## config.mk

```make
export PLATFORM = sky130hd
export DESIGN_NAME = sum_array_sched
export DESIGN_NICKNAME = d
export VERILOG_FILES = /design/src/rtl/sum_array_sched_pkg.sv /design/src/rtl/sum_array_rr_pick.sv /design/src/rtl/sum_array_sched.sv
export SDC_FILE = /design/constraint.sdc
export NUM_CORES = 1
export LEC_CHECK = 0
export CORE_MARGIN = 3
export CORE_UTILIZATION = 45
export DETAILED_ROUTE_END_ITERATION = 8
export MAX_ROUTING_LAYER = met4
export PLACE_DENSITY = 0.79
export SKIP_CTS_REPAIR_TIMING = 1
export SKIP_LAST_GASP = 1
export SLEW_MARGIN = 0
export SYNTH_ARGS = -nofsm -noshare
export SYNTH_HDL_FRONTEND = slang
export SYNTH_HIERARCHICAL = 1
export SYNTH_SLANG_ARGS = --single-unit
export TNS_END_PERCENT = 100
```

## constraint.sdc

```tcl
create_clock -name ap_clk -period 2.27 [get_ports ap_clk]
set_input_delay 0.454 -clock ap_clk [delete_from_list [all_inputs] [get_ports ap_clk]]
set_output_delay 0.454 -clock ap_clk [all_outputs]
set_load 0.05 [all_outputs]
```

## src/rtl/sum_array_sched_pkg.sv

```systemverilog
// Shared types and default sizing for the sum_array request scheduler.
package sum_array_sched_pkg;

   localparam int DEF_N_REQ   = 4;
   localparam int DEF_DATA_W  = 32;
   localparam int DEF_TIMEOUT = 1024;

   typedef enum logic [1:0] {
      IDLE  = 2'd0,
      START = 2'd1,
      WAIT  = 2'd2,
      RESP  = 2'd3
   } sched_state_t;

endpackage

```

## src/rtl/sum_array_rr_pick.sv

```systemverilog
// Combinational round-robin picker: finds the first set request bit
// starting at ptr and wrapping at N_REQ-1 back to 0.
module sum_array_rr_pick
   import sum_array_sched_pkg::*;
#(
   parameter int N_REQ = DEF_N_REQ,
   parameter int PTR_W = $clog2(DEF_N_REQ)
) (
   input  logic [N_REQ-1:0] req,
   input  logic [PTR_W-1:0] ptr,
   output logic             any,
   output logic [PTR_W-1:0] idx
);

   logic [PTR_W:0] cand;

   // Walk ptr, ptr+1, ... modulo N_REQ and keep the first requester found.
   always_comb begin
      any  = 1'b0;
      idx  = '0;
      cand = '0;
      for (int i = 0; i < N_REQ; i++) begin
         cand = {1'b0, ptr} + (PTR_W+1)'(i);
         if (cand >= (PTR_W+1)'(N_REQ)) begin
            cand = cand - (PTR_W+1)'(N_REQ);
         end
         if (!any && req[cand[PTR_W-1:0]]) begin
            any = 1'b1;
            idx = cand[PTR_W-1:0];
         end
      end
   end

endmodule

```

## src/rtl/sum_array_sched.sv

```systemverilog
// Round-robin scheduler sharing one sum_array core (ap_ctrl_hs) among
// N_REQ requesters, with a watchdog that aborts a stalled transaction.
module sum_array_sched
   import sum_array_sched_pkg::*;
#(
   parameter int N_REQ   = DEF_N_REQ,
   parameter int DATA_W  = DEF_DATA_W,
   parameter int TIMEOUT = DEF_TIMEOUT
) (
   input  logic                       ap_clk,
   input  logic                       ap_rst,
   input  logic [N_REQ-1:0]           req,
   output logic [N_REQ-1:0]           ack,
   output logic [N_REQ-1:0]           err,
   output logic [DATA_W-1:0]          result,
   output logic [$clog2(N_REQ)-1:0]   grant_id,
   output logic                       busy,
   output logic                       core_start,
   input  logic                       core_ready,
   input  logic                       core_done,
   input  logic                       core_idle,
   input  logic [DATA_W-1:0]          core_return
);

   localparam int PTR_W = $clog2(N_REQ);
   localparam int CNT_W = $clog2(TIMEOUT + 1);

   sched_state_t      state_q, state_d;
   logic [PTR_W-1:0]  ptr_q, ptr_d;
   logic [PTR_W-1:0]  grant_q, grant_d;
   logic [CNT_W-1:0]  cnt_q, cnt_d;
   logic [DATA_W-1:0] result_q, result_d;
   logic [N_REQ-1:0]  ack_q, ack_d;
   logic [N_REQ-1:0]  err_q, err_d;
   logic              start_q, start_d;
   logic              busy_q, busy_d;

   logic              pick_any;
   logic [PTR_W-1:0]  pick_idx;
   logic [PTR_W-1:0]  grant_next;
   logic [N_REQ-1:0]  grant_onehot;
   logic              expired;

   sum_array_rr_pick #(
      .N_REQ (N_REQ),
      .PTR_W (PTR_W)
   ) u_pick (
      .req (req),
      .ptr (ptr_q),
      .any (pick_any),
      .idx (pick_idx)
   );

   // Helpers: wrapped successor of the current grant, its one-hot form, and watchdog expiry.
   always_comb begin
      if (grant_q == PTR_W'(N_REQ - 1)) begin
         grant_next = '0;
      end else begin
         grant_next = grant_q + PTR_W'(1);
      end
      grant_onehot          = '0;
      grant_onehot[grant_q] = 1'b1;
      expired               = (cnt_q == CNT_W'(TIMEOUT - 1));
   end

   // Next-state and registered-output logic; a completion always beats watchdog expiry.
   always_comb begin
      state_d  = state_q;
      ptr_d    = ptr_q;
      grant_d  = grant_q;
      cnt_d    = cnt_q;
      result_d = result_q;
      ack_d    = '0;
      err_d    = '0;
      start_d  = 1'b0;
      case (state_q)
         IDLE: begin
            if (pick_any && core_idle) begin
               grant_d = pick_idx;
               cnt_d   = '0;
               start_d = 1'b1;
               state_d = START;
            end
         end
         START: begin
            if (core_ready && core_done) begin
               result_d = core_return;
               ack_d    = grant_onehot;
               state_d  = RESP;
            end else if (expired) begin
               result_d = '0;
               err_d    = grant_onehot;
               ptr_d    = grant_next;
               state_d  = IDLE;
            end else begin
               cnt_d = cnt_q + CNT_W'(1);
               if (core_ready) begin
                  state_d = WAIT;
               end else begin
                  start_d = 1'b1;
               end
            end
         end
         WAIT: begin
            if (core_done) begin
               result_d = core_return;
               ack_d    = grant_onehot;
               state_d  = RESP;
            end else if (expired) begin
               result_d = '0;
               err_d    = grant_onehot;
               ptr_d    = grant_next;
               state_d  = IDLE;
            end else begin
               cnt_d = cnt_q + CNT_W'(1);
            end
         end
         RESP: begin
            ptr_d   = grant_next;
            state_d = IDLE;
         end
         default: begin
            state_d = IDLE;
         end
      endcase
      busy_d = (state_d != IDLE);
   end

   // State and output registers with synchronous reset.
   always_ff @(posedge ap_clk) begin
      if (ap_rst) begin
         state_q  <= IDLE;
         ptr_q    <= '0;
         grant_q  <= '0;
         cnt_q    <= '0;
         result_q <= '0;
         ack_q    <= '0;
         err_q    <= '0;
         start_q  <= 1'b0;
         busy_q   <= 1'b0;
      end else begin
         state_q  <= state_d;
         ptr_q    <= ptr_d;
         grant_q  <= grant_d;
         cnt_q    <= cnt_d;
         result_q <= result_d;
         ack_q    <= ack_d;
         err_q    <= err_d;
         start_q  <= start_d;
         busy_q   <= busy_d;
      end
   end

   assign ack        = ack_q;
   assign err        = err_q;
   assign result     = result_q;
   assign grant_id   = grant_q;
   assign busy       = busy_q;
   assign core_start = start_q;

endmodule

```

# == Yosys cells after proc, flatten, opt, wreduce, memory -nomap -nowiden ==
# Index checks and enable logic that the tools add are counted.
# word_totals
regBits,59
out_inout_bits,44
wordCells,108
# op_classes
add_sub_neg,9
n_lt_le_gt_ge,10
eq_ne,8
muxes,55
reduce_logical,17
# op_table
operator,count
$mux W32,3
$pmux W32 S2,1
$mux W11,4
$mux W2,18
$pmux W11 S3,1
$mux W4,5
$pmux W4 S2,2
$lt A2 B3 Y1 const B,5
$mux W1,13
$add A11 B1 Y11 const B,1
$eq A11 B10 Y1 const B,1
$ge A3 B3 Y1 const B,3
$bmux W1 S2,4
$pmux W2 S4,1
$sub A2 B1 Y2 const B,4
$add A2 B2 Y3 const B,2
$eq A2 B2 Y1 const B,3
$logic_and A1 B1 Y1,6
$ne A2 B2 Y1 const B,3
$pmux W2 S3,1
$reduce_bool A3 Y1,2
$reduce_and A4 Y1,1
$reduce_bool A2 Y1,2
$add A2 B1 Y3 const B,1
other kinds (10),12

# == Depth between registers and ports, before layout ==
# Gate-level depths: netlist of the first run.
# logic_depth
ltp_word,18
ltp_mapped,8

# == Modules after synthesis ==
# Netlist of the first run, hierarchy kept.
# by_module_without_submodules
mod,n_inst,cells_each,area_each_um2
sum_array_sched,1,263,2466.1
sum_array_rr_pick,1,15,77.6

# == Worst setup path before layout of the first run ==
# No wires, ideal clock.
# synth_timing
path_type,register -> register
startpoint,register state_q[1]
endpoint,register cnt_q[4]
setup_ns,0.121
t_arrival_ns,1.882
setup_slack_ns,0.267
path_stages_with_launch,8
path_buffers,0
cell_sequence,dfxtp_1 -> inv_1 -> ha_1 -> a21o_1 -> a221o_2 -> nor2_4 -> o22ai_1 -> mux2_2
# synth_between
elab_chain_len,3
# synth_rtl
item,line_no,rtl
from (decl),sum_array_sched.sv:28,"sched_state_t state_q, state_d;"
from (signal assigned),sum_array_sched.sv:142,state_q <= state_d;
"$eq A2 B1 Y1, or another cell as far along",sum_array_sched.sv:76,case (state_q)
$ne A2 B2 Y1 (no line) / $reduce_bool A3 Y1 (equally long branches),--,
$reduce_and A4 Y1 (no line),--,
to (signal assigned),sum_array_sched.sv:145,cnt_q <= cnt_d;
to (decl),sum_array_sched.sv:31,"logic [CNT_W-1:0] cnt_q, cnt_d;"
# Several ways; a longest one is shown, not always the timed one.
# A chain may end at the register's enable or synchronous reset.

# == Final worst setup path of the first run ==
# layout_timing
startpoint,register state_q[1]
endpoint,register cnt_q[6]
# Same word-level chain as after synthesis.

==> qor.csv, run 1 <==
stage,metric,value,unit
logic_synthesis,synth_cell_type_count,44,
drt,wire_per_inst,14.4,µm
power_and_ir_drop,power_leakage,1.44,nW
setup_path,cp.required,2500,ps
floorplan,core_area,5270,µm²
timing,rsz0062_at_grt,no,
clock_tree,root_buffer,clkbuf_8,
layout,regArea,1180,µm²
status,status,"complete, no violations",
logic_synthesis,ys_seq_elements,59,
logic_synthesis,synth_top_area_share,46.4,%
logic_synthesis,syn-cell-area,2540,µm²
timing,hold_viol,0,
drt,firstDrtPassIters,4,
layout,instances_no_fill,444,
timing,setup_viol,0,
logic_synthesis,yosysWarningCount,6,
global_routing,grt_usage,22.3,%
floorplan,start_util,48.3,%
placement,hpwl,4.58,mm
global_routing,grt_antenna_before_repair,0,
timing,clock.fmax,0.473,GHz
layout,mostFrequentLayoutCell,clkdlybuf4s50_1,
timing,setup_tns,0,ps
placement,portBuffers,84,
global_routing,grt_pass1_vias,2381,
logic_synthesis,ys_seq_area_share,46.4,%
logic_synthesis,syn-num-nets,329,
logic_synthesis,syn_area_per_cell,9.15,µm²
setup_path,crit_arrival,2340,ps
global_routing,grt_pass1_wl,10.9,mm
setup_path,startpoint_type,flop,
global_routing,overflow,0,
layout,multi_input_area,1270,µm²
timing,hold_ws,449,ps
min_path,min_path_type,input pin to flop,
setup_path,end_kind,flop,
drt,drt_iter0_markers,202,
layout,diodes,0,
layout,areaGrowthSynthToFinish,45.6,%
timing,fin_worst_skew,6.13,ps
clock_tree,clock_path_buffers,2,
global_routing,grt_max_degree,33,
setup_path,critical_path_class,flop to flop,
clock_tree,cts_tree,done,
clock_tree,clk_latency,340,ps
clock_tree,numCtsBuffers,9,
logic_synthesis,synth-edff-count,0,
logic_synthesis,synthFlopType,dfxtp_1,
floorplan,die_w,81.2,µm
drt,wl,6.39,mm
flow_run,maxCapViolations,0,
placement,place_congestion,0.839,
layout,fin_nets,420,
drt,routed_via_density,5.32,
setup_path,path_max_fanout,8,
placement,dpl.cell_count,428,
drt,drc,0,
logic_synthesis,async_flop_share,0,%
clock_tree,cts_num_sinks,59,
timing,worst_pin_slew,525,ps
timing,min_period,2110,ps
layout,layout-drive-gt1-share,10.4,%
timing,maxSlewHeadroom,64.9,%
logic_synthesis,yosysTopAreaCell,dfxtp_1,
floorplan,num_io_pins,85,
clock_tree,h-tree-depth,3,
logic_synthesis,ys_top_cells_by_area,"dfxtp_1, a22oi_1, nor2_1",
floorplan,die_area,6590,µm²
power_and_ir_drop,p_per_area,1050,nW/µm²
timing,finalCritPeriodShare,93.1,%
floorplan,die_y,81.2,µm
drt,ant_nets,0,
logic_synthesis,syn_inst,278,
power_and_ir_drop,vdd_drop_max,765,µV
timing,finalMaxSlewViolations,0,
floorplan,std_cell_rows,26,
layout,layout_common_cells,"clkdlybuf4s50_1, dfxtp_1, nor2_1, a22oi_1, a21oi_1",
drt,dr_total_vias,2363,
layout,fillCellCount,443,
clock_tree,clkTransAtPathRegs,70,ps
## state kept, by name, indices dropped and copies added (netlist names)
register    count
grant_id        2
ack             4
result         32
state_q         2
core_start      1
err             4
busy            1
ptr_q           2
cnt_q          11
## cell type report
type	instances	area share, %
Inverter	9	0.912
Timing Repair Buffer	95	25.1
Multi-Input combinational cell	195	34.3
Sequential cell	59	31.9
Tap cell	70	2.36
Clock inverter	7	2.09
Clock buffer	9	3.34
## layer usage
metal	GRT usage [%]	wire [µm]
met1	26.7	2780
met2	33.0	2970
met3	8.20	525
met4	10.8	116
met5	-	0
## power breakdown
part           leakage, nW  switching (mW)  internal [mW]
Sequential           0.478          0.0946           1.17
Combinational        0.864           0.998          0.657
Clock               0.0998           0.450          0.513
## critical path: stages (launching register included)
cell	delay [ps]
dfxtp_1	440
inv_1	120
ha_1	230
a21o_1	230
a221o_2	430
nor2_4	130
buf_12	130
mux2i_1	200
a21oi_1	80
## final timing paths
kind / start / endpoint / slack [ps] / cells after the start
setup reg to reg: state_q[1]$_SDFF_PP0_ / cnt_q[6]$_SDFFE_PP0P_ / 160 / 8
hold / removal: ap_rst / ptr_q[1]$_SDFFE_PP0P_ / 450 / 2
hold reg to reg: result[0]$_SDFFE_PP0P_ / result[0]$_SDFFE_PP0P_ / 500 / 2
setup / recovery: state_q[1]$_SDFF_PP0_ / cnt_q[6]$_SDFFE_PP0P_ / 160 / 8
## per-stage QoR
stage / utilization [%] / total power, mW / setup WS (ps) / instance area [µm²]
detailed placement: 66.5 / 2.93 / 2.86 / 3500
finish: 70.3 / 3.88 / 157 / 3700
floorplan: - / 2.38 / 267 / 2540
CTS: 70.3 / 3.91 / 129 / 3700
global placement: 66.5 / 2.90 / 80.6 / 3500
global route: 70.3 / 4.10 / 28.4 / 3700
## synthesized netlist by cell type (2+ instances only)
| library cell | n |
|---|---|
| mux2i_1 | 6 |
| nor3b_1 | 4 |
| o2bb2ai_1 | 4 |
| nor4_4 | 2 |
| dfxtp_1 | 59 |
| and3_1 | 10 |
| nor2b_1 | 2 |
| o22ai_1 | 4 |
| a22oi_1 | 32 |
| a21oi_1 | 19 |
| inv_1 | 8 |
| nor2_1 | 44 |
| or3_1 | 2 |
| ha_1 | 10 |
| nand2b_1 | 6 |
| nand3_1 | 8 |
| buf_2 | 3 |
| o21ai_0 | 6 |
| and4_1 | 2 |
| nand2_1 | 13 |
| clkbuf_1 | 11 |
## kinds of logic (layout without fill, tap and decap cells)
family / count (synthesis) / count (layout) / share of synthesized area, %
multiplexers: 7 / 7 / 2.80
AO/OA/AOI/OAI: 74 / 74 / 19.8
flip-flops: 59 / 59 / 46.4
adder cells (fa/ha/maj): 10 / 10 / 4.92
buffers and inverters: 24 / 120 / 3.69
AND/OR/NAND/NOR: 104 / 104 / 22.3
No activity file was read; power rests on OpenSTA's default activity.
==> inputs of run 2 (changes only) <==
Settings changed: CORE_UTILIZATION 45 to 49, GPL_ROUTABILITY_DRIVEN from default to 0, PLACE_DENSITY 0.79 to 0.85.
Clock period 2.27 ns to 2.55 ns, I/O delays scaled along.
==> qor.csv, run 2 (synthesis gave the netlist of run 1 again) <==
stage,metric,value,unit
layout,largest_reg_flops,32,
floorplan,die_y,78.1,µm
power_and_ir_drop,p_per_area,908,nW/µm²
setup_path,path_max_fanout,9,
global_routing,overflow,0,
global_routing,grt_usage,23.8,%
layout,mostFrequentLayoutCell,clkdlybuf4s50_1,
timing,setup_viol,0,
setup_path,reg2regPathDepth,7,
timing,finalMaxSlewViolations,0,
timing,worst_pin_slew,535,ps
timing,fin_worst_skew,3.97,ps
setup_path,crit_arrival,2450,ps
placement,portBuffers,84,
drt,drc,0,
layout,diodes,0,
clock_tree,numCtsBuffers,9,
min_path,min_path_type,flop to flop,
timing,hold_viol,0,
clock_tree,cts_tree,done,
layout,fin_nets,414,
layout,areaGrowthSynthToFinish,42.3,%
setup_path,cp.required,2780,ps
clock_tree,h-tree-depth,3,
floorplan,die_area,6090,µm²
clock_tree,root_buffer,clkbuf_8,
layout,layout-drive-gt1-share,8.47,%
clock_tree,clk_latency,340,ps
floorplan,start_util,52.1,%
floorplan,num_io_pins,85,
status,status,"complete, no violations",
min_path,hold_path_depth,2,
global_routing,grt_antenna_before_repair,0,
timing,clock.fmax,0.450,GHz
drt,firstDrtPassIters,4,
setup_path,critical_path_class,flop to flop,
layout,layout_common_cells,"clkdlybuf4s50_1, dfxtp_1, nor2_1, a22oi_1, a21oi_1",
clock_tree,cts_num_sinks,59,
floorplan,core_area,4880,µm²
drt,routed_via_density,5.45,
global_routing,grt_pass1_vias,2384,
layout,fin_util,74.2,%
floorplan,std_cell_rows,25,
timing,finalCritPeriodShare,87.1,%
power_and_ir_drop,power_leakage,1.41,nW
setup_path,end_kind,flop,
drt,dr_total_vias,2362,
timing,setup_tns,0,ps
drt,drt_iter0_markers,179,
setup_path,startpoint_type,flop,
timing,maxSlewHeadroom,64.2,%
drt,ant_nets,0,
flow_run,maxCapViolations,0,
timing,min_period,2220,ps
power_and_ir_drop,vdd_drop_max,635,µV
global_routing,grt_pass1_wl,11.1,mm
global_routing,grt_max_degree,29,
drt,wl,6.61,mm
timing,rsz0062_at_grt,no,
drt,wire_per_inst,15.3,µm
clock_tree,clock_path_buffers,2,
floorplan,die_w,78.1,µm
clock_tree,clkTransAtPathRegs,60,ps
placement,hpwl,4.70,mm
-- run 2: cell count changes in the layout (fill, tap and decap cells not counted) --
cell	delta
buf_4	-6
clkinv_4	-3
clkbuf_8	+2
clkinv_2	+2
bufinv_16	-1
clkinvlp_4	-1
inv_6	-1
-- run 2: final timing paths --
path | startpoint | end | slack [ps]
max | state_q[1]$_SDFF_PP0_ | cnt_q[4]$_SDFFE_PP0P_ | 330
min | result[7]$_SDFFE_PP0P_ | result[7]$_SDFFE_PP0P_ | 500
max reg2reg | state_q[1]$_SDFF_PP0_ | cnt_q[4]$_SDFFE_PP0P_ | 330
min reg2reg | result[7]$_SDFFE_PP0P_ | result[7]$_SDFFE_PP0P_ | 500
-- run 2: layout make-up --
cell class	instances	area, µm²
fillers	369	1260
well taps	67	83.8
clock buffers	11	151
multi-input cells	195	1270
inverters	9	33.8
repair buffers	89	886
clock inverters	3	15.0
flip-flops and latches	59	1180
-- run 2: through the flow --
step | cell area, µm² | cells | worst slack [ps] | power (mW) | hold WS [ps]
6_report | 3620 | 433 | 329 | 3.29 | 496
5_1_grt | 3620 | 433 | 161 | 3.49 | 511
4_1_cts | 3620 | 433 | 337 | 3.30 | 503
3_5_place_dp | 3450 | 419 | 44.6 | 2.56 | 488
3_3_place_gp | 3450 | 419 | 127 | 2.53 | 477
2_1_floorplan | 2540 | 278 | 547 | 2.12 | 464
-- run 2: routing by layer --
metal / wire length, µm / up-vias / global-route usage [%]
li1: - / 1168 / -
met1: 2680 / 1111 / 26.4
met2: 3350 / 77 / 38.9
met3: 517 / 6 / 10.7
met4: 60 / 0 / 6.82
met5: 0 / - / -
-- run 2: critical path: stages (launching register included) --
cell and delay (ps):
dfxtp_1 430, inv_1 110, ha_1 230, a21o_1 230, a221o_2 460, nor2_4 240, o22ai_1 120, mux2_2 280
-- run 2: power breakdown --
group	switching (mW)	internal, mW	total, mW
clock network	0.345	0.389	0.734
registers	0.0840	1.04	1.12
logic	0.886	0.541	1.43
total	1.32	1.97	3.29
==> inputs of run 3 (changes only) <==
Settings changed: PLACE_DENSITY 0.85 to default, PLACE_DENSITY_LB_ADDON from default to 0.3.
==> qor.csv, run 3 (synthesis gave the netlist of run 1 again) <==
stage,metric,value,unit
setup_path,startpoint_type,flop,
global_routing,use_met1,28.1,%
power_and_ir_drop,seq_power_share,31.6,%
timing,fin_worst_skew,9.17,ps
placement,placed_cell_area,3450,µm²
global_routing,use_met2,34.7,%
setup_path,r2r_setup_slack,350,ps
setup_path,cp.required,2770,ps
status,status,"complete, no violations",
timing,finalCritPeriodShare,86.3,%
setup_path,critical_path_class,flop to flop,
power_and_ir_drop,power_leakage,1.44,nW
global_routing,grt_max_degree,33,
clock_tree,numCtsBuffers,9,
clock_tree,clk_latency,330,ps
floorplan,start_util,52.1,%
timing,hold_viol,0,
timing,setup_viol,0,
power_and_ir_drop,vdd_drop_max,585,µV
timing,setup_tns,0,ps
layout,fin_util,75.7,%
timing,min_period,2200,ps
clock_tree,cts_num_sinks,59,
clock_tree,clock_path_buffers,2,
global_routing,grt.met3_usage,10.2,%
clock_tree,clkTransAtPathRegs,70,ps
global_routing,grt_antenna_before_repair,0,
clock_tree,root_buffer,clkbuf_8,
setup_path,path_max_fanout,9,
layout,regArea,1180,µm²
global_routing,grt_pass1_vias,2352,
global_routing,grt_usage,23.3,%
timing,clock.fmax,0.454,GHz
drt,firstDrtPassIters,4,
layout,largest_reg_flops,32,
setup_path,worstSetupStartpoint,state_q[1]$_SDFF_PP0_,
layout,diodes,0,
power_and_ir_drop,swShare,36.9,%
layout,areaGrowthSynthToFinish,45.3,%
clock_tree,cts_tree,done,
flow_run,maxCapViolations,0,
power_and_ir_drop,combPwrFrac,39.7,%
timing,worst_pin_slew,526,ps
power_and_ir_drop,p_clk_share,28.7,%
layout,layout_common_cells,"clkdlybuf4s50_1, dfxtp_1, nor2_1, a22oi_1, a21oi_1",
layout,mostFrequentLayoutCell,clkdlybuf4s50_1,
clock_tree,h-tree-depth,3,
setup_path,timing.rr.start,state_q[1]$_SDFF_PP0_,
floorplan,num_io_pins,85,
drt,drc,0,
floorplan,die_w,78.1,µm
layout,layout-drive-gt1-share,8.67,%
timing,finalMaxSlewViolations,0,
global_routing,grt_pass1_wl,11.0,mm
layout,fillCellCount,387,
layout,multi_input_area,1270,µm²
floorplan,die_y,78.1,µm
drt,wire_per_inst,14.9,µm
global_routing,grt-busiest-layer,met2,
layout,fin_nets,415,
timing,maxSlewHeadroom,64.8,%
drt,ant_nets,0,
placement,hpwl,4.68,mm
drt,routed_via_density,5.50,
power_and_ir_drop,power.internal,2.24,mW
drt,wl,6.52,mm
floorplan,std_cell_rows,25,
floorplan,core_area,4880,µm²
setup_path,end_kind,flop,
power_and_ir_drop,p_switching,1.31,mW
drt,dr_total_vias,2397,
floorplan,die_area,6090,µm²
layout,final_cell_area,3690,µm²
setup_path,crit_arrival,2420,ps
timing,rsz0062_at_grt,no,
min_path,min_path_type,flop to flop,
power_and_ir_drop,p_per_area,962,nW/µm²
global_routing,overflow,0,
drt,drt_iter0_markers,190,
placement,portBuffers,84,
min_path,min_from,result[6]$_SDFFE_PP0P_,
run 3: cell types whose count changed in the layout (fill, tap and decap cells not counted), sizes merged:
cell,before,now
clkinv,3,2
bufinv,0,3
clkdlybuf4s50,83,84
run 3: per-stage QoR:
step / total power, mW / setup WS, ps / std cells / hold WS (ps)
final: 3.56 / 349 / 436 / 501
after global routing: 3.75 / 204 / 436 / 525
after CTS: 3.57 / 351 / 436 / 507
after detailed placement: 2.53 / 76.5 / 420 / 484
after global placement: 2.52 / 135 / 420 / 477
after floorplan: 2.12 / 547 / 278 / 464
run 3: final cells by class:
type | count | area share, %
clock buffer | 11 | 3.83
clock inverter | 5 | 2.71
inverter | 9 | 0.914
multi-input combinational | 195 | 34.3
sequential | 59 | 32.0
tap | 67 | 2.27
timing repair buffer | 90 | 24.0
run 3: power groups by stage:
stage	registers, mW	logic, mW	clock network (mW)
after floorplan	1.44	0.683	0
after global placement	1.14	1.38	0
after detailed placement	1.14	1.40	0
after CTS	1.12	1.41	1.04
after global routing	1.14	1.53	1.08
final	1.12	1.41	1.02
run 3: final timing paths:
check / to / cells after the start
min: result[6]$_SDFFE_PP0P_ / 2
max: cnt_q[4]$_SDFFE_PP0P_ / 7
max reg2reg: cnt_q[4]$_SDFFE_PP0P_ / 7
min reg2reg: result[6]$_SDFFE_PP0P_ / 2
run 3: layer usage:
| metal | up-vias | share of wire [%] |
|---|---|---|
| met4 | 0 | 1.1 |
| met2 | 83 | 47 |
| met5 | - | 0 |
| li1 | 1182 | - |
| met1 | 1125 | 43 |
| met3 | 7 | 8.8 |
run 3: worst max-delay path: stages, from the launching register on:
cell and delay [ps]:
dfxtp_1 440, inv_1 110, ha_1 230, a21o_1 230, a221o_2 460, nor2_4 230, o22ai_1 130, mux2_2 270
